File: src/rtl/stream_multiplexer.sv
`default_nettype none
// ============================================================================
// Module   : stream_multiplexer
// Purpose  : Valid/ready N:1 stream mux, round-robin or fixed-priority
//            arbitration, packet lock until last, registered output stage.
// Revision : 1.0
// ============================================================================
module stream_multiplexer #(
    parameter int BUS_SIZE = 16,
    parameter int CH_COUNT = 16,
    parameter int IDX_SIZE = 4,
    parameter int MODE     = 0
) (
    input  logic                         clk,
    input  logic                         rst,
    input  logic [BUS_SIZE*CH_COUNT-1:0] in_bus,
    input  logic [CH_COUNT-1:0]          in_valid,
    input  logic [CH_COUNT-1:0]          in_last,
    output logic [CH_COUNT-1:0]          in_ready,
    output logic [BUS_SIZE-1:0]          out_bus,
    output logic [IDX_SIZE-1:0]          out_index,
    output logic                         out_last,
    output logic                         out_valid,
    input  logic                         out_ready
);

    typedef enum logic [0:0] {
        IDLE   = 1'b0,
        LOCKED = 1'b1
    } state_t;

    localparam logic [IDX_SIZE-1:0] LAST_IDX = IDX_SIZE'(CH_COUNT - 1);

    state_t              state;
    logic [IDX_SIZE-1:0] rr_ptr;
    logic [IDX_SIZE-1:0] lock_idx;
    logic [IDX_SIZE-1:0] arb_idx;
    logic                arb_found;
    logic [IDX_SIZE-1:0] grant;
    logic                grant_valid;
    logic [IDX_SIZE-1:0] next_ptr;
    logic                load;
    logic                take;
    logic [BUS_SIZE-1:0] sel_bus;
    logic                sel_last;

    // Candidate order is rotated by rr_ptr with an explicit wrap so that
    // non-power-of-two channel counts never produce an out-of-range index.
    always_comb begin
        int cand;
        cand      = 0;
        arb_found = 1'b0;
        arb_idx   = '0;
        for (int k = 0; k < CH_COUNT; k++) begin
            if (MODE == 1) begin
                cand = k;
            end else begin
                cand = int'(rr_ptr) + k;
                if (cand >= CH_COUNT) begin
                    cand = cand - CH_COUNT;
                end
            end
            if (!arb_found && in_valid[IDX_SIZE'(cand)]) begin
                arb_found = 1'b1;
                arb_idx   = IDX_SIZE'(cand);
            end
        end
    end

    always_comb begin
        if (state == LOCKED) begin
            grant       = lock_idx;
            grant_valid = in_valid[lock_idx];
        end else begin
            grant       = arb_idx;
            grant_valid = arb_found;
        end
    end

    assign load     = !out_valid || out_ready;
    assign take     = load && grant_valid && !rst;
    assign next_ptr = (grant == LAST_IDX) ? '0 : grant + 1'b1;

    always_comb begin
        in_ready = '0;
        if (take) begin
            in_ready[grant] = 1'b1;
        end
    end

    always_comb begin
        sel_bus  = '0;
        sel_last = 1'b0;
        for (int i = 0; i < CH_COUNT; i++) begin
            if (grant == IDX_SIZE'(i)) begin
                sel_bus  = in_bus[i*BUS_SIZE +: BUS_SIZE];
                sel_last = in_last[i];
            end
        end
    end

    always_ff @(posedge clk or posedge rst) begin
        if (rst) begin
            state     <= IDLE;
            rr_ptr    <= '0;
            lock_idx  <= '0;
            out_bus   <= '0;
            out_index <= '0;
            out_last  <= 1'b0;
            out_valid <= 1'b0;
        end else begin
            if (take) begin
                out_bus   <= sel_bus;
                out_index <= grant;
                out_last  <= sel_last;
                out_valid <= 1'b1;
                if (sel_last) begin
                    state  <= IDLE;
                    rr_ptr <= next_ptr;
                end else begin
                    state    <= LOCKED;
                    lock_idx <= grant;
                end
            end else if (out_ready) begin
                out_valid <= 1'b0;
            end
        end
    end

endmodule
`default_nettype wire

File: config.mk
export PLATFORM = sky130hd
export DESIGN_NAME = stream_multiplexer
export DESIGN_NICKNAME = d
export VERILOG_FILES = /design/src/rtl/stream_multiplexer.sv
export SDC_FILE = /design/constraint.sdc
export NUM_CORES = 1
export LEC_CHECK = 0
export CAP_MARGIN = 15
export CELL_PAD_IN_SITES_DETAIL_PLACEMENT = 0
export CELL_PAD_IN_SITES_GLOBAL_PLACEMENT = 1
export CORE_AREA = 2 2 153 155
export CTS_CLUSTER_DIAMETER = 60
export DETAILED_ROUTE_END_ITERATION = 6
export DIE_AREA = 0 0 155 157
export PLACE_DENSITY_LB_ADDON = 0.3
export SYNTH_ARGS = -nofsm -noshare
export SYNTH_HDL_FRONTEND = slang
export SYNTH_SLANG_ARGS = --single-unit
export TNS_END_PERCENT = 10
File: constraint.sdc
create_clock -name clk -period 13.68 [get_ports clk]
set_input_delay 1.368 -clock clk [delete_from_list [all_inputs] [get_ports clk]]
set_output_delay 1.368 -clock clk [all_outputs]
set_load 0.02 [all_outputs]
* Word-level counts from Yosys, hierarchy flattened
Index checks and enable logic that the tools add are counted.
** Word-level totals
- Bits in registers :: 31
- Input port bits :: 291
- Output and inout bits :: 38
- Word-level logic and storage cells :: 269
** Cells by class
- Add/sub/neg operators :: 32
- Order comparisons :: 35
- Equal/unequal tests :: 15
- Muxes and demuxes :: 139
- Bitwise logic cells :: 1
- Reductions and logical operators :: 40
** Operators by type and width (number)
- $mux 16 :: 17
- $mux 4 :: 34
- $lt 4x6->1 const B :: 16
- $ge 5x5->1 const B :: 15
- $mux 1 :: 70
- $bmux 1 s4 :: 17
- $sub 4x1->4 const B :: 16
- $add 4x4->5 const B :: 8
- $eq 4x4->1 const B :: 8
- $add 4x3->5 const B :: 4
- $logic_and 1x1->1 :: 18
- $logic_not 1->1 :: 17
- $eq 4x3->1 const B :: 4
- $add 4x2->5 const B :: 2
- $lt 4x5->1 const B :: 2
- $eq 4x2->1 const B :: 2
- $add 4x1->5 const B :: 1
- $ge 4x5->1 const B :: 1
- $add 4x1->4 const B :: 1
- $demux 1 s4 :: 1
- $eq 4x1->1 const B :: 1
- $ge 4x1->1 const B :: 1
- $logic_not 4->1 :: 1
- $reduce_and 2->1 :: 2
- other kinds (3) :: 3

* Depth between registers and ports, before layout
- Word-level depth :: 71
- Mapped depth :: 31
- Depth with buffers taken out :: 23

* Worst setup path before layout
Ideal clock, no wire load.
- Path type :: register to output
- Start :: register rr_ptr[1]
- End :: output port in_ready[13]
- Arrival time :: 6.378 ns
- Data required time :: 12.312 ns
- Setup slack :: 5.934 ns
- Cell stages (with the launch flop) :: 23
- Path buffers :: 9
- Cell sequence :: dfrtp_1 -> buf_6 -> buf_2 -> buf_1 -> inv_1 -> ha_1 -> buf_6 -> mux4_2 -> mux2_2 -> mux2_2 -> nor4b_4 -> nand3_1 -> nor2_1 -> a211oi_1 -> nor3_1 -> ha_1 -> clkbuf_1 -> clkbuf_1 -> clkbuf_1 -> clkbuf_1 -> clkbuf_1 -> nand2_1 -> nor2_1
** Between the ends
- Longest elaborated chain between the ends :: 57
- Elaborated cells between the ends (all ways) :: 183
- Classes of those cells :: add/sub: 31; order compare: 18; mux: 101; reduce/logical: 33
** RTL lines
- start, declared :: line 35 : logic [IDX_SIZE-1:0] rr_ptr;
- start signal, assigned :: line 119 : rr_ptr <= next_ptr;
- parallel branches: the longest is 50 deep, another holds $add 4x1->5
- $mux 4 * :: line 63 : if (!arb_found && in_valid[IDX_SIZE'(cand)]) begin
- $mux 4 * :: line 71 : if (state == LOCKED) begin
- named net grant[0] :: line 39 : logic [IDX_SIZE-1:0] grant;
- $lt 4x5->1 (implied by the code) or $ge 4x1->1 (tied branches) :: line 87 : in_ready[grant] = 1'b1;
- $logic_and 1x1->1 (implied by the code) :: line 87
- $mux 1 (implied by the code) :: line 87
- $demux 1 s4 * :: line 87
- $mux 16 * :: line 86 : if (take) begin
- end, declared :: line 19 : output logic [CH_COUNT-1:0] in_ready,
Mark *: on every way through the listed nets, which the timed path passes. The select of a mux whose other input is x is not followed.

* Worst setup path in the final report
- Start :: register rr_ptr[0]
- End :: output port in_ready[3]
Same word-level chain as after synthesis.

==> qor.txt <==
final net count -> 1517
Die Wd -> 155 um
post-CTS setup repair buffer count -> 0
Final setup viols -> 0
post-synth net total -> 1258
Worst path depth -> 18
CP max stage delay -> 940 ps
Max-cap violations -> 0
CTS tree -> yes
row cnt -> 55
#FFs+latches synth -> 31
wire length per cell -> 25.03 um
setup ws final -> 4813 ps
R2R Path End -> out_bus[4]
Critical Path End -> in_ready[3]
CP endpoint kind -> primary output
Vias/cell -> 6.053
flop2flop setup slack -> 5440 ps
worst reg2reg path depth -> 21
Worst-path clk slew -> 50 ps
vias in the first global route -> 8790
starting density of the core -> 31.71%
buffers and inverters on the worst path -> 6
first-pass GRT wire length -> 55130 um
Synth Area per Inst -> 7.464 sq um
root buffer cell -> clkbuf_16
final wirelength -> 37670 um
Setup Skew -> 7.711 ps
First-pass DRT Iterations -> 5
PortBufs -> 328
RSZ-0062 raised after global routing -> false
top_reg_cell synth -> dfrtp_1
final HPWL from detailed placement -> 29660 um
largest net degree at the start of global routing -> 81
final max-slew violation count -> 0
fillcell total -> 2224
Syn Inst Count -> 956
Clock Latency Late Sink -> 290 ps
synthesized area -> 7136 sq um
kind of cell adding the most delay to the critical path -> buffers and inverters
Setup TNS -> 0 ps
post-route ant nets -> 0
Remaining DRCs -> 0
Worst-Margin Slew -> 1132 ps
TritonCTS Buffers -> 5
post-synth cell types -> 76
Critical Path Most Common Cell -> buf_4
DR iter-0 viols -> 792
antenna violations before repair -> 6
quantity of gates resized following cts -> 0
critical-path maximum fanout -> 56
layout cells sized above 1 -> 8.724%
Num Clock Sinks -> 31
final worst path period share -> 64.82%
Area Growth Syn to Fin -> 50.39%
Crit Path Category -> reg -> out
crit-path cells -> buf_4 > inv_1 > ha_1 > mux4_2 > mux2_2 > mux2_2 > nor4b_4 > nand3_1 > nor2_1 > nand3_1 > a32oi_1 > o22a_1 > ha_2 > buf_4 > inv_1 > buf_4 > nor3_1 > clkdlybuf4s50_1
pre-CTS worst setup slack -> 5147 ps
Synth async-reset ratio -> 100.0%
Slew headroom -> 24.12%
CP Data Required Time -> 12310 ps
critical path data arrival time -> 7500 ps
# hold bufs at CTS -> 0
Crit-path slowest cell -> ha_1
GRT Total Usage -> 29.86%
DR vias -> 9110
startpoint types -> flip-flop
# H-tree levels -> 2
outcome -> finished, final reports clean
yosys warns -> 0
Chip Height -> 157 um
area of the core -> 22500 sq um
reg2reg start -> rr_ptr[0]
Min-Delay Path Class -> reg -> reg
I/O pins -> 329
crit path from -> rr_ptr[0]
die area -> 24340 sq um
total grt overflow -> 0
register area share after synthesis -> 10.87%
min Tclk post-route -> 8867 ps
final hold viol count -> 0
EDFF count, synth -> 0
Max Fclk -> 112.8 MHz
clk buf depth -> 2
global placer's final weighted congestion -> 0.9284
[metrics by stage]
step	hold slack [ps]	util [%]	area [sq um]	instances
2_1_floorplan	527.4	-	7136	956
5_1_grt	537.0	47.69	10730	1505
3_5_place_dp	493.0	46.99	10580	1493
6_report	497.8	47.69	10730	1505
3_3_place_gp	487.4	46.99	10580	1493
4_1_cts	504.6	47.63	10720	1500
[synth_stat cells, types with 15 or more instances]
master,instances,area share [%]
o41ai_1,15,1.8
a211oi_1,31,3.3
dfrtp_1,31,11
nand3_1,43,3.0
o21ai_0,21,1.5
clkbuf_1,70,3.7
a21oi_1,62,4.3
o22a_1,17,2.1
nand2b_1,19,1.7
o311a_1,16,2.2
mux4_2,34,11
a22o_1,15,1.8
o22ai_1,19,1.7
mux2i_1,29,4.1
mux2_2,20,3.2
a31oi_1,24,2.1
o221ai_1,29,3.6
nand2_1,74,3.9
o21ai_1,15,1.1
nor2_1,99,5.2
inv_1,42,2.2
a22oi_1,29,3.1
nor2b_1,18,1.6
or3_1,18,1.6
[worst reg2reg max path: stages (launching register included)]
cell,delay [ps]
dfrtp_1,310
buf_4,320
inv_1,400
ha_1,950
mux4_2,650
mux2_2,320
mux2_2,340
nor4b_4,610
nand3_1,340
nor2_1,290
nand3_1,110
a32oi_1,250
o22a_1,290
ha_2,230
buf_4,480
inv_1,110
buf_4,300
nand2_1,650
or4_1,630
a2bb2oi_1,340
o21ai_1,130
a21oi_1,110
[cells in the final DEF (no fill, tap or decap), types with 14 or more instances in the layout]
cell type	count
a2bb2oi_1	14
o311a_1	16
mux4_2	34
o21ai_0	21
a22oi_1	29
o22ai_1	19
a211oi_1	31
nand2_1	74
dfrtp_1	31
a22o_1	15
o21ai_1	15
or3_1	18
o22a_1	17
nand3_1	43
a31oi_1	23
o221ai_1	29
buf_4	18
mux2i_1	29
mux2_2	20
inv_1	42
a21oi_1	62
clkdlybuf4s50_1	328
nor2_1	97
o41ai_1	15
nand2b_1	19
nor2b_1	17
[cell families (layout without fill, tap and decap cells)]
group / Yosys count / count (layout) / share of synthesized area, %
fa+ha+maj: 11 / 11 / 1.929
flops: 31 / 31 / 10.87
simple gates: 325 / 325 / 22.41
buf+inv: 138 / 397 / 7.855
other cells: 0 / 5 / 0
xor+xnor: 12 / 12 / 1.473
mux: 90 / 90 / 19.83
compound gates: 349 / 349 / 35.63
[per-layer routing]
metal  share of wire (%)  vias to the layer above  global-route usage (%)
li1                    -                     4232                       -
met1                  40                     4398                   38.02
met2                  49                      424                   49.93
met3                 7.5                       54                   6.388
met4                 3.1                        2                   10.76
met5               0.037                        -                       0
[registers in the layout (all words and copies together) (netlist names)]
name	flops
lock_idx	4
out_index	4
state	1
out_last	1
rr_ptr	4
out_bus	16
out_valid	1
[final cells by class]
class | count | area (sq um) | area share, %
antenna | 5 | 12.51 | 0.1166
multi-input combinational | 787 | 5859 | 54.60
tap | 285 | 356.6 | 3.323
timing repair buffer | 346 | 3418 | 31.85
inverter | 44 | 165.2 | 1.539
sequential | 31 | 775.7 | 7.229
clock buffer | 6 | 138.9 | 1.294
clock inverter | 1 | 5.005 | 0.04664
[worst min path at each step]
stage / startpoint / slack, ps / to / cells past startpoint
detailed placement: out_last / 490 / out_last / 2
CTS: out_last / 500 / out_last / 2
global route: out_index[2] / 540 / out_index[2] / 1
floorplan: lock_idx[2] / 530 / lock_idx[2] / 1
finish: out_last / 500 / out_last / 2
global placement: out_last / 490 / out_last / 2
Power is left out: the tool's default activity adds up to more than one toggle a clock period on the data nets, which glitch-free logic cannot reach.
